[config.mk]
export PLATFORM = sky130hd
export DESIGN_NAME = mcu_8bit_fetch_unit_flat
export DESIGN_NICKNAME = d
export VERILOG_FILES = /design/src/rtl/mcu_8bit_fetch_unit_if.sv /design/src/rtl/mcu_8bit_fetch_unit.sv /design/src/flat_wrapper.sv
export SDC_FILE = /design/constraint.sdc
export NUM_CORES = 1
export LEC_CHECK = 0
export ABC_CLOCK_PERIOD_IN_PS = 2400
export CELL_PAD_IN_SITES_DETAIL_PLACEMENT = 0
export CELL_PAD_IN_SITES_GLOBAL_PLACEMENT = 1
export CORE_MARGIN = 10
export CORE_UTILIZATION = 36
export CTS_CLUSTER_SIZE = 10
export DETAILED_ROUTE_END_ITERATION = 10
export GPL_ROUTABILITY_DRIVEN = 0
export HOLD_SLACK_MARGIN = 0.15
export PLACE_DENSITY = 0.81
export SYNTH_ARGS = -nofsm -noshare
export SYNTH_HDL_FRONTEND = slang
export SYNTH_SLANG_ARGS = --single-unit
[constraint.sdc]
create_clock -name clk -period 2.4 [get_ports clk]
set_input_delay 0.6 -clock clk [delete_from_list [all_inputs] [get_ports clk]]
set_output_delay 0.6 -clock clk [all_outputs]
set_load 0.005 [all_outputs]
[src/rtl/mcu_8bit_fetch_unit_if.sv]
// Signal bundle between the mcu_8bit fetch unit, the decode/execute core and program memory.
// The master modport is the fetch unit's view; the slave modport is the core/memory side.
interface mcu_8bit_fetch_unit_if #(
  parameter int ADDR_W = 8,
  parameter int DATA_W = 8
);
  logic [ADDR_W-1:0] reset_pc_i;
  logic              halt_i;
  logic              branch_en_i;
  logic [ADDR_W-1:0] branch_target_i;
  logic              mem_rd_en_o;
  logic [ADDR_W-1:0] mem_addr_o;
  logic [DATA_W-1:0] mem_rdata_i;
  logic              mem_rvalid_i;
  logic [DATA_W-1:0] instr_data_o;
  logic [ADDR_W-1:0] instr_pc_o;
  logic              instr_valid_o;
  logic              instr_ready_i;
  logic [ADDR_W-1:0] current_pc_o;
  logic              fetch_err_o;

  modport master (
    input  reset_pc_i, halt_i, branch_en_i, branch_target_i,
    input  mem_rdata_i, mem_rvalid_i, instr_ready_i,
    output mem_rd_en_o, mem_addr_o, instr_data_o, instr_pc_o, instr_valid_o,
    output current_pc_o, fetch_err_o
  );

  modport slave (
    output reset_pc_i, halt_i, branch_en_i, branch_target_i,
    output mem_rdata_i, mem_rvalid_i, instr_ready_i,
    input  mem_rd_en_o, mem_addr_o, instr_data_o, instr_pc_o, instr_valid_o,
    input  current_pc_o, fetch_err_o
  );
endinterface

[src/rtl/mcu_8bit_fetch_unit.sv]
// Instruction fetch stage of mcu_8bit: owns the PC, issues single outstanding memory reads and
// presents instructions over valid/ready. Optional macro FETCH_WRAP_TRAP_EN adds the pc_wrap trap.
module mcu_8bit_fetch_unit #(
  parameter int ADDR_W      = 8,
  parameter int DATA_W      = 8,
  parameter int TIMEOUT_CYC = 15
) (
  input  logic                  clk,
  input  logic                  rst_n,
  mcu_8bit_fetch_unit_if.master bus
`ifdef FETCH_WRAP_TRAP_EN
  ,
  output logic                  pc_wrap_o
`endif
);

  localparam logic [2:0] LOAD  = 3'd0;
  localparam logic [2:0] REQ   = 3'd1;
  localparam logic [2:0] WAIT  = 3'd2;
  localparam logic [2:0] VALID = 3'd3;
  localparam logic [2:0] FLUSH = 3'd4;
  localparam logic [2:0] HALT  = 3'd5;

  localparam int CNT_W = (TIMEOUT_CYC < 2) ? 1 : $clog2(TIMEOUT_CYC + 1);
  localparam logic [CNT_W-1:0] TMO_LAST = CNT_W'(TIMEOUT_CYC - 1);

  logic [2:0]        state_q, state_d;
  logic [ADDR_W-1:0] pc_q, pc_d;
  logic [ADDR_W-1:0] ipc_q, ipc_d;
  logic [DATA_W-1:0] idata_q, idata_d;
  logic              ivalid_q, ivalid_d;
  logic              err_q, err_d;
  logic [CNT_W-1:0]  tmo_q, tmo_d;
  logic              issue;
  logic              handshake;
  logic              tmo_hit;
`ifdef FETCH_WRAP_TRAP_EN
  logic              wrap_q, wrap_d;
`endif

  assign handshake = ivalid_q & bus.instr_ready_i;
  assign tmo_hit   = (tmo_q == TMO_LAST);

  always_comb begin
    state_d  = state_q;
    pc_d     = pc_q;
    ipc_d    = ipc_q;
    idata_d  = idata_q;
    ivalid_d = ivalid_q;
    err_d    = err_q;
    tmo_d    = tmo_q;
    issue    = 1'b0;
`ifdef FETCH_WRAP_TRAP_EN
    wrap_d   = wrap_q;
`endif
    case (state_q)
      LOAD: begin
        pc_d    = bus.reset_pc_i;
        state_d = REQ;
      end
      REQ: begin
        if (bus.branch_en_i) begin
          pc_d = bus.branch_target_i;
        end else if (!bus.halt_i) begin
          issue   = 1'b1;
          tmo_d   = '0;
          state_d = WAIT;
        end
      end
      // A redirect while a read is in flight keeps the request alive as FLUSH so its
      // response is swallowed; the timeout keeps counting against the same request.
      WAIT, FLUSH: begin
        if (bus.branch_en_i) begin
          pc_d = bus.branch_target_i;
        end
        if (bus.mem_rvalid_i) begin
          if (state_q == WAIT && !bus.branch_en_i) begin
            idata_d  = bus.mem_rdata_i;
            ipc_d    = pc_q;
            pc_d     = pc_q + 1'b1;
            ivalid_d = 1'b1;
            state_d  = VALID;
`ifdef FETCH_WRAP_TRAP_EN
            if (&pc_q) begin
              wrap_d = 1'b1;
            end
`endif
          end else begin
            state_d = REQ;
          end
        end else if (tmo_hit) begin
          err_d   = 1'b1;
          state_d = HALT;
        end else begin
          tmo_d = tmo_q + 1'b1;
          if (bus.branch_en_i) begin
            state_d = FLUSH;
          end
        end
      end
      VALID: begin
        if (bus.branch_en_i) begin
          pc_d     = bus.branch_target_i;
          ivalid_d = 1'b0;
          state_d  = REQ;
        end else if (handshake) begin
          ivalid_d = 1'b0;
`ifdef FETCH_WRAP_TRAP_EN
          state_d  = (&ipc_q) ? HALT : REQ;
`else
          state_d  = REQ;
`endif
        end
      end
      HALT: begin
        state_d = HALT;
      end
      default: begin
        state_d = LOAD;
      end
    endcase
  end

  always_ff @(posedge clk or negedge rst_n) begin
    if (!rst_n) begin
      state_q  <= LOAD;
      pc_q     <= '0;
      ipc_q    <= '0;
      idata_q  <= '0;
      ivalid_q <= 1'b0;
      err_q    <= 1'b0;
      tmo_q    <= '0;
    end else begin
      state_q  <= state_d;
      pc_q     <= pc_d;
      ipc_q    <= ipc_d;
      idata_q  <= idata_d;
      ivalid_q <= ivalid_d;
      err_q    <= err_d;
      tmo_q    <= tmo_d;
    end
  end

`ifdef FETCH_WRAP_TRAP_EN
  always_ff @(posedge clk or negedge rst_n) begin
    if (!rst_n) begin
      wrap_q <= 1'b0;
    end else begin
      wrap_q <= wrap_d;
    end
  end

  assign pc_wrap_o = wrap_q;
`endif

  assign bus.mem_rd_en_o   = issue;
  assign bus.mem_addr_o    = pc_q;
  assign bus.instr_data_o  = idata_q;
  assign bus.instr_pc_o    = ipc_q;
  assign bus.instr_valid_o = ivalid_q;
  assign bus.current_pc_o  = pc_q;
  assign bus.fetch_err_o   = err_q;

endmodule

[src/flat_wrapper.sv]
// flat-port wrapper written by rule: the top's interface ports become plain ports
module mcu_8bit_fetch_unit_flat 
#(
  parameter int ADDR_W      = 8,
  parameter int DATA_W      = 8,
  parameter int TIMEOUT_CYC = 15
)
  (clk, rst_n, bus_reset_pc_i, bus_halt_i, bus_branch_en_i, bus_branch_target_i, bus_mem_rdata_i, bus_mem_rvalid_i, bus_instr_ready_i, bus_mem_rd_en_o, bus_mem_addr_o, bus_instr_data_o, bus_instr_pc_o, bus_instr_valid_o, bus_current_pc_o, bus_fetch_err_o);
  mcu_8bit_fetch_unit_if #(.ADDR_W(ADDR_W), .DATA_W(DATA_W)) bus_i ();
  input  logic clk;
  input  logic rst_n;
  input wire logic [$bits(bus_i.reset_pc_i)-1:0] bus_reset_pc_i;
  input wire logic [$bits(bus_i.halt_i)-1:0] bus_halt_i;
  input wire logic [$bits(bus_i.branch_en_i)-1:0] bus_branch_en_i;
  input wire logic [$bits(bus_i.branch_target_i)-1:0] bus_branch_target_i;
  input wire logic [$bits(bus_i.mem_rdata_i)-1:0] bus_mem_rdata_i;
  input wire logic [$bits(bus_i.mem_rvalid_i)-1:0] bus_mem_rvalid_i;
  input wire logic [$bits(bus_i.instr_ready_i)-1:0] bus_instr_ready_i;
  output wire logic [$bits(bus_i.mem_rd_en_o)-1:0] bus_mem_rd_en_o;
  output wire logic [$bits(bus_i.mem_addr_o)-1:0] bus_mem_addr_o;
  output wire logic [$bits(bus_i.instr_data_o)-1:0] bus_instr_data_o;
  output wire logic [$bits(bus_i.instr_pc_o)-1:0] bus_instr_pc_o;
  output wire logic [$bits(bus_i.instr_valid_o)-1:0] bus_instr_valid_o;
  output wire logic [$bits(bus_i.current_pc_o)-1:0] bus_current_pc_o;
  output wire logic [$bits(bus_i.fetch_err_o)-1:0] bus_fetch_err_o;
  assign bus_i.reset_pc_i = bus_reset_pc_i;
  assign bus_i.halt_i = bus_halt_i;
  assign bus_i.branch_en_i = bus_branch_en_i;
  assign bus_i.branch_target_i = bus_branch_target_i;
  assign bus_i.mem_rdata_i = bus_mem_rdata_i;
  assign bus_i.mem_rvalid_i = bus_mem_rvalid_i;
  assign bus_i.instr_ready_i = bus_instr_ready_i;
  assign bus_mem_rd_en_o = bus_i.mem_rd_en_o;
  assign bus_mem_addr_o = bus_i.mem_addr_o;
  assign bus_instr_data_o = bus_i.instr_data_o;
  assign bus_instr_pc_o = bus_i.instr_pc_o;
  assign bus_instr_valid_o = bus_i.instr_valid_o;
  assign bus_current_pc_o = bus_i.current_pc_o;
  assign bus_fetch_err_o = bus_i.fetch_err_o;
  mcu_8bit_fetch_unit #(.ADDR_W(ADDR_W), .DATA_W(DATA_W), .TIMEOUT_CYC(TIMEOUT_CYC)) u_core (.clk(clk), .rst_n(rst_n), .bus(bus_i));
endmodule
# After elaboration in Yosys (flattened, before gate mapping)
# Index checks and enable logic that the tools add are counted.
# op_classes
add_sub_neg	2
eq_ne	14
mux	26
n_bitwise	2
n_reduce_logical	13
# op_table
operator	n
2-to-1 mux 8 bit	3
case mux 8 bit (3 select lines)	1
2-to-1 mux 3 bit	7
2-to-1 mux 4 bit	4
case mux 3 bit (5 select lines)	1
inequality test 2 bit, second input constant	5
adder 8 x 1 -> 8 bit, second input constant	1
case mux 4 bit (2 select lines)	1
AND reduction 4 bit	2
2-to-1 mux 1 bit	7
== test 3 x 2 -> 1 bit, second input constant	2
== test 3 bit, second input constant	2
AND reduction 3 bit	2
AND reduction 5 bit	1
adder 4 x 1 -> 4 bit, second input constant	1
== test 4 bit, second input constant	1
inequality test 4 x 3 -> 1 bit, second input constant	1
nonzero test 2 bit	2
OR reduction 2 bit	2
== test 3 x 1 -> 1 bit, second input constant	1
zero test 3 bit	1
inequality test 3 x 2 -> 1 bit, second input constant	1
nonzero test 3 bit	1
2-to-1 mux 2 bit	1
6 further kinds	6
# word_totals
regBits	33
in_bits	30
output_inout_bits	35
word_cells	64

# Depth between registers and ports, before layout
# Gate-level depths: netlist of the first run.
# logic_depth
word_depth	5
depth_mapped	8
ltp_nobuf	7

# Worst setup path after synthesis of the first run
# OpenSTA, ideal clock, no wires.
# synth_path
path_type	input port to flip-flop
startpoint	input bus_branch_en_i
endpoint	register u_core.pc_q[6], in the netlist u_core.bus.current_pc_o[6]
setup_time_ns	0.124
arrival_time_ns	1.623
required_ns	2.276
slack_ns	0.653
cell_stages	6
n_path_buf	2
cell_sequence	buf_6 > nand2b_1 > or3_4 > buf_6 > o21ai_1 > o21ai_1
# synth_via
elab_chain_cells	5
elab_cells_between_ends	6
cone_classes	mux: 4; reduce/logical: 2
# synth_lines
element	line	source
from (decl)	flat_wrapper.sv:14	input wire logic [$bits(bus_i.branch_en_i)-1:0] bus_branch_en_i;
zero test 1 bit	mcu_8bit_fetch_unit.sv:77	if (state_q == WAIT && !bus.branch_en_i) begin
logical AND 1 bit	mcu_8bit_fetch_unit.sv:77	
2-to-1 mux 8 bit	mcu_8bit_fetch_unit.sv:77	
2-to-1 mux 8 bit	mcu_8bit_fetch_unit.sv:76	if (bus.mem_rvalid_i) begin
case mux 8 bit (3 select lines) *	mcu_8bit_fetch_unit.sv:56	case (state_q)
to (signal assigned)	mcu_8bit_fetch_unit.sv:135	pc_q <= pc_d;
to (decl)	mcu_8bit_fetch_unit.sv:28	logic [ADDR_W-1:0] pc_q, pc_d;
# Every way passes the cells marked *; elsewhere a longest branch is shown, timed or not.
# A chain may end at the register's enable or synchronous reset.

# Worst setup path after layout of the first run
# layout_path
startpoint	input bus_branch_en_i
endpoint	output bus_mem_rd_en_o
# layout_via
elab_chain_cells	2
# layout_lines
element	line	source
2-to-1 mux 1 bit	mcu_8bit_fetch_unit.sv:62	if (bus.branch_en_i) begin
2-to-1 mux 1 bit	mcu_8bit_fetch_unit.sv:56	
to (decl)	flat_wrapper.sv:19	output wire logic [$bits(bus_i.mem_rd_en_o)-1:0] bus_mem_rd_en_o;
# No other way between the ends.

==> results of run 1 <==
## what timing repair did
action / 4_1_cts / 5_1_grt
endpoints found under the setup margin: 1 / 0
resized for setup: 1 / 0
hold buffers: 0 / 0
## where the power goes
part | switching, mW | internal, mW | leakage (nW) | total, mW
sequential | 0.177 | 0.739 | 0.425 | 0.916
clock | 0.208 | 0.259 | 0.0542 | 0.467
combinational | 0.410 | 0.609 | 0.739 | 1.02
## synth_stat cells (3+ instances only)
library cell and number:
mux2i_1 4, clkbuf_1 4, ha_1 3, buf_4 9, a31oi_1 5, nand4_1 3, a211oi_1 3, nor3_1 6
nand2b_1 4, xor2_1 4, a21oi_1 12, dfrtp_1 33, inv_1 5, nand3_1 3, nor2b_1 5, buf_2 7
o21ai_0 16, buf_6 5, nand2_1 60, nor2_1 15, a221oi_1 3
## cells by family (layout without fill, tap and decap cells)
kind of cell	Yosys count	in the layout	share of synthesized area [%]
AND/OR/NAND/NOR	105	105	24.4
adder cells (fa/ha/maj)	4	4	2.37
multiplexers	5	5	2.56
buffers and inverters	30	90	9.61
XOR/XNOR	5	5	2.18
flip-flops	33	33	41.2
AO/OA/AOI/OAI	54	54	17.7
## flip-flops by register name, indices dropped and copies added (netlist names)
register / count
u_core.bus.instr_data_o: 8
u_core.bus.instr_valid_o: 1
u_core.bus.instr_pc_o: 8
u_core.bus.fetch_err_o: 1
u_core.bus.current_pc_o: 8
u_core.tmo_q: 4
u_core.state_q: 3
## metrics by stage
step	setup slack, ns	hold slack, ns	std cells
after global placement	-0.177	0.458	360
final	0.179	0.474	368
after CTS	0.155	0.481	368
after global routing	0.0848	0.505	368
after floorplan	0.653	0.304	236
after detailed placement	-0.152	0.463	360
## layer usage
| metal | up-vias | GRT usage, % | share of wire, % |
|---|---|---|---|
| met2 | 61 | 19.9 | 47 |
| met4 | 0 | 2.62 | 0.78 |
| met3 | 6 | 4.28 | 8.9 |
| met5 | - | 0 | 0 |
| li1 | 922 | - | - |
| met1 | 869 | 15.7 | 44 |
## cell type report
class	instances	share of cell area [%]
multi-input combinational	173	35.7
sequential	33	29.9
timing repair buffer	77	26.7
clock buffer	7	3.49
tap	72	3.27
inverter	5	0.680
clock inverter	1	0.181
## worst paths after layout
check	startpoint	to	slack [ns]	depth (start not counted)
worst max register to register	u_core.state_q[2]$_DFFE_PN0P_	u_core.bus.current_pc_o[7]$_DFFE_PN0P_	0.52	6
worst max-delay path	bus_branch_en_i	bus_mem_rd_en_o	0.18	3
min in group asynchronous	rst_n	u_core.bus.current_pc_o[0]$_DFFE_PN0P_	0.71	2
worst min-delay path	u_core.bus.instr_pc_o[3]$_DFFE_PN0P_	u_core.bus.instr_pc_o[3]$_DFFE_PN0P_	0.47	2
max in group asynchronous	rst_n	u_core.bus.current_pc_o[7]$_DFFE_PN0P_	1.36	2
worst min register to register	u_core.bus.instr_pc_o[3]$_DFFE_PN0P_	u_core.bus.instr_pc_o[3]$_DFFE_PN0P_	0.47	2
## worst reg2reg max path: stages, from the launching register on
cell and delay (ns):
dfrtp_1 0.37, buf_4 0.21, nand2b_1 0.33, or3_4 0.50, a21oi_1 0.14, o21ai_0 0.09, o311ai_0 0.10
==> metrics.md, run 1 <==
| Metric | Value |
|---|---|
| Status | finished, final reports clean |
| CTS tree | yes |
| Clk buf depth | 2 |
| Main synth FF type | dfrtp_1 |
| Placed inst area | 2660 µm² |
| H-Tree Depth | 2 |
| Critical path required time | 1.80 ns |
| CP endpoint kind | output pin |
| Final hold vios | 0 |
| Max Slew Vio Count | 0 |
| Setup TNS | 0 ns |
| Final antenna-violating net count | 0 |
| Commonest non-fill, non-tap cell in the layout | clkdlybuf4s50_1 |
| Avg WL per Cell | 15.4 µm |
| Clk_lat worst skew | 0.28 ns |
| Fraction of layout cells with a size suffix above 1 | 10.1% |
| Number of port buffers | 64 |
| Vias | 1858 |
| HP Class | reg -> reg |
| Post-synth cell types | 44 |
| Area share of the largest cell type after synthesis | 41.2% |
| Min Clock Period, post-route | 2.22 ns |
| Final Util | 50.7% |
| # Max-Cap Violations | 0 |
| Most frequent cells in the layout | clkdlybuf4s50_1 (63), nand2_1 (60), dfrtp_1 (33) |
| IO Count | 65 |
| RSZ-0062 raised after global routing | no |
| Fmax | 450 MHz |
| Pwr Total | 2.40 mW |
| First-pass GRT wire length | 8920 µm |
| Arr. time, crit path | 1.62 ns |
| Diodes inserted | 0 |
| DRT iter0 DRCs | 85 |
| Crit-path max cell delay | 0.46 ns |
| Grt total ovfl | 0 |
| WS Path Type | in -> out |
| LEAKAGE | 1.22 nW |
| Clock skew | 0.00355 ns |
| Starting density of the core | 36.9% |
| TritonCTS Sinks | 33 |
| Inserted Clock Buffers | 5 |
| GRT Total Usage | 12.4% |
| Top cells by area, synth | dfrtp_1 (41%), nand2_1 (11%), o21ai_0 (4.0%), buf_4 (3.4%), a21oi_1 (3.0%) |
| Area Growth Syn to Fin | 37.6% |
| Number of global-route vias before repair | 1764 |
| Synth area leader | dfrtp_1 |
| Worst path cell trace | clkdlybuf4s50_1, nor4_2, dlygate4sd2_1 |
| Worst path bufs/invs | 2 |
| Crit-path leading delay family | buffers and inverters |
| Die H | 94.6 µm |
| Post-CTS Setup Repair Bufs | 0 |
| Drt pass-1 iters | 4 |
| Multi-input gate area | 986 µm² |
| Row count | 27 |
| CP max stage cell | clkdlybuf4s50_1 |
| Peak VDD IR | 0.333 mV |
| Die area | 8950 µm² |
| Post-synthesis cell area | 2000 µm² |
| Die Wd | 94.6 µm |
| Syn. warnings | 0 |
| Antenna violations before repair | 0 |
| Core area | 5440 µm² |
| Clk slew on worst S/H paths | 0.07 ns |
| Post-Layout Inst Area | 2760 µm² |
| CP max FO | 2 |
| Hpwl dp | 4250 µm |
| Async S/R FF share, synth | 100% |
| Post-synth EDFFs | 0 |
| Slew @ Worst Pin | 0.432 ns |
| Syn Nets | 269 |
| Startpoint Class | input pin |
| Root Buffer | clkbuf_8 |
| Power Density | 871 nW/µm² |
| Final setup vio count | 0 |
| Synthesized flop and latch total | 33 |
| Gate Count Post-Synth | 236 |
| Relative slew slack | 71.0% |
| DRC | 0 |
| Tcrit/Tclk final | 92.5% |
| Largest net degree at the start of global routing | 34 |
| Routed WL | 5680 µm |
| Sequential share of the synthesized area | 41.2% |
| Syn_area_per_cell | 8.49 µm² |
| Drt via density | 5.05 |
| Fillers | 512 |
| Register area | 826 µm² |
| Layout net count | 328 |
Note: power is estimated with default switching activity, not from simulation.
==> run 2, diff against run 1 <==
- ABC_AREA: not set -> 1
- CORE_UTILIZATION: 36 -> 34
- PLACE_DENSITY: 0.81 -> 0.8
- SETUP_SLACK_MARGIN: not set -> 0.05
==> metrics.md, run 2 <==
| Metric | Value |
|---|---|
| Synth area leader | dfrtp_1 |
| Grt total ovfl | 0 |
| Relative slew slack | 70.8% |
| Status | finished, final reports clean |
| HP Class | reg -> reg |
| Clk slew on worst S/H paths | 0.06 ns |
| Post-synth cell types | 27 |
| Clock skew | 0.00651 ns |
| Routed wl met2 | 2910 µm |
| Most frequent cells in the layout | nand2_1 (92), clkdlybuf4s50_1 (62), nor2_1 (34) |
| Area Growth Syn to Fin | 40.4% |
| Fraction of layout cells with a size suffix above 1 | 10.7% |
| WS Path Type | in -> out |
| Power Density | 1170 nW/µm² |
| CP startpoint | bus_halt_i |
| RR Endpoint | u_core.bus.current_pc_o[4]$_DFFE_PN0P_ |
| Sequential share of the synthesized area | 41.1% |
| Layout net count | 386 |
| Inserted Clock Buffers | 5 |
| Register area | 826 µm² |
| Met3 WL | 351 µm |
| Die Wd | 96.9 µm |
| DRC | 0 |
| TritonCTS Sinks | 33 |
| Syn. warnings | 0 |
| Drt via density | 4.69 |
| CP max stage cell | clkdlybuf4s50_1 |
| Area share of the largest cell type after synthesis | 41.1% |
| Multi-input gate area | 962 µm² |
| Synthesized flop and latch total | 33 |
| Top cells by area, synth | dfrtp_1 (41%), nand2_1 (17%), nand3_1 (7.0%), nor2_1 (6.4%), buf_4 (4.1%) |
| Most common cell in the netlist | nand2_1 |
| Gate Count Post-Synth | 286 |
| Clk buf depth | 2 |
| Starting density of the core | 35.8% |
| Max layer used | met4 |
| Critical Path End | bus_mem_rd_en_o |
| Hold-fix buffers, CTS | 0 |
| CTS tree | yes |
| Peak VDD IR | 0.457 mV |
| Final setup margin | 0.145 ns |
| Hpwl dp | 4580 µm |
| Main synth FF type | dfrtp_1 |
| H-Tree Depth | 2 |
| Placed cells | 418 |
| Startpoint Class | input pin |
| CP dominant cell by count | nor2_1 |
| Max Slew Vio Count | 0 |
| DRT met1 WL | 2690 µm |
| Hold_sp | u_core.bus.fetch_err_o$_DFFE_PN0P_ |
| Root Buffer | clkbuf_8 |
| Number of global-route vias before repair | 1982 |
| Worst path cell trace | clkdlybuf4s50_1, nor2_1, nor2_1, inv_1, nand2_1, nor2_1, dlygate4sd2_1 |
| Post-Layout Inst Area | 2820 µm² |
| Final setup vio count | 0 |
| Post-CTS Setup Repair Bufs | 0 |
| CP max FO | 2 |
| Antenna violations before repair | 0 |
| RSZ-0062 raised after global routing | no |
| DRT iter0 DRCs | 113 |
| Die area | 9380 µm² |
| Core area | 5610 µm² |
| Tcrit/Tclk final | 94.0% |
| Die H | 96.9 µm |
| Avg WL per Cell | 14.2 µm |
| Post-synthesis cell area | 2010 µm² |
| Row count | 27 |
| Placed inst area | 2740 µm² |
| First-pass GRT wire length | 10100 µm |
| Routed WL | 6060 µm |
| Largest net degree at the start of global routing | 34 |
| Post-synth EDFFs | 0 |
| Min Clock Period, post-route | 2.26 ns |
| Arr. time, crit path | 1.66 ns |
| Most frequent cells after synthesis | nand2_1 (92), nor2_1 (34), dfrtp_1 (33), nand3_1 (28), inv_1 (20) |
| Diodes inserted | 0 |
| R2R depth | 9 |
| Crit-path max cell delay | 0.49 ns |
| Slew @ Worst Pin | 0.438 ns |
| Final antenna-violating net count | 0 |
| GRT Total Usage | 12.8% |
| Pwr Total | 3.30 mW |
| Drt pass-1 iters | 5 |
| Async S/R FF share, synth | 100% |
| Reg2Reg Launch Point | u_core.state_q[0]$_DFFE_PN0P_ |
| Setup TNS | 0 ns |
| Critical path required time | 1.80 ns |
| R2R Setup Slk | 0.78 ns |
| Syn_area_per_cell | 7.02 µm² |
| Number of port buffers | 64 |
| Syn Nets | 319 |
| CP endpoint kind | output pin |
| Clk_lat worst skew | 0.29 ns |
| Dpl ws | -0.117 ns |
| # Max-Cap Violations | 0 |
| Fillers | 594 |
| Commonest non-fill, non-tap cell in the layout | nand2_1 |
| Fmax | 443 MHz |
| IO Count | 65 |
| LEAKAGE | 1.42 nW |
| Final hold vios | 0 |
| Post-Layout Cell Count | 426 |
| Vias | 1996 |
==> run 2: cell types whose count changed after synthesis, moves of 5 or more <==
cell and change:
nor2b_1 -5, inv_1 +15, a31oi_1 -5, nand3_1 +25, buf_6 -5, o21ai_1 +8
inv_2 +9, nand2_1 +32, o21ai_0 -9, nor3_1 -5, nor2_1 +19
==> run 2: report_power, final <==
part	total, mW	internal [mW]	switching [mW]
logic	1.86	0.931	0.925
clock network	0.407	0.201	0.206
registers	1.03	0.787	0.247
==> run 2: routing by layer <==
layer | vias to the layer above | global-route usage (%)
li1 | 1036 | -
met1 | 895 | 15.3
met2 | 57 | 21.2
met3 | 8 | 3.76
met4 | 0 | 4.74
met5 | - | 0
==> run 2: timing repair <==
| item | in CTS | in global routing |
|---|---|---|
| pin swaps | 0 | 1 |
| gates resized for setup | 1 | 1 |
| endpoints found under the setup margin | 1 | 1 |
==> run 2: worst min-delay path by stage <==
| stage | end | slack (ns) | cells after the start |
|---|---|---|---|
| floorplan | u_core.bus.current_pc_o[0]$_DFFE_PN0P_ | 0.30 | 0 |
| global placement | u_core.bus.instr_data_o[4]$_DFFE_PN0P_ | 0.46 | 2 |
| detailed placement | u_core.bus.instr_pc_o[1]$_DFFE_PN0P_ | 0.46 | 2 |
| CTS | u_core.bus.instr_data_o[4]$_DFFE_PN0P_ | 0.48 | 2 |
| global route | u_core.bus.instr_data_o[6]$_DFFE_PN0P_ | 0.50 | 2 |
| finish | u_core.bus.fetch_err_o$_DFFE_PN0P_ | 0.48 | 1 |
==> run 2: through the flow <==
step	utilization, %	hold slack (ns)
after CTS	50.2	0.485
after global placement	48.8	0.460
after detailed placement	48.8	0.464
after floorplan	-	0.304
final	50.3	0.477
after global routing	50.3	0.498
==> run 2: logic make-up (layout without fill, tap and decap cells) <==
| group | count (synthesis) | count (layout) | synth area share (%) |
|---|---|---|---|
| and+or+nand+nor | 167 | 167 | 35.2 |
| buffers and inverters | 46 | 114 | 11.0 |
| AOI/OAI and AO/OA | 34 | 34 | 9.53 |
| DFF | 33 | 33 | 41.1 |
| adders and majority gates | 3 | 3 | 1.87 |
| xor gates and xnor gates | 3 | 3 | 1.31 |
==> run 2: area by class of cell <==
class	count	share of cell area (%)
timing repair buffer	76	26.4
multi-input combinational	207	34.1
clock inverter	2	0.355
clock buffer	6	2.57
inverter	30	4.08
sequential	33	29.3
tap	72	3.19
==> run 2: critical path, delay by kind of cell <==
family / cells / cell delay, ns
AND/OR/NAND/NOR: 4 / 0.25
buffers and inverters: 3 / 0.81
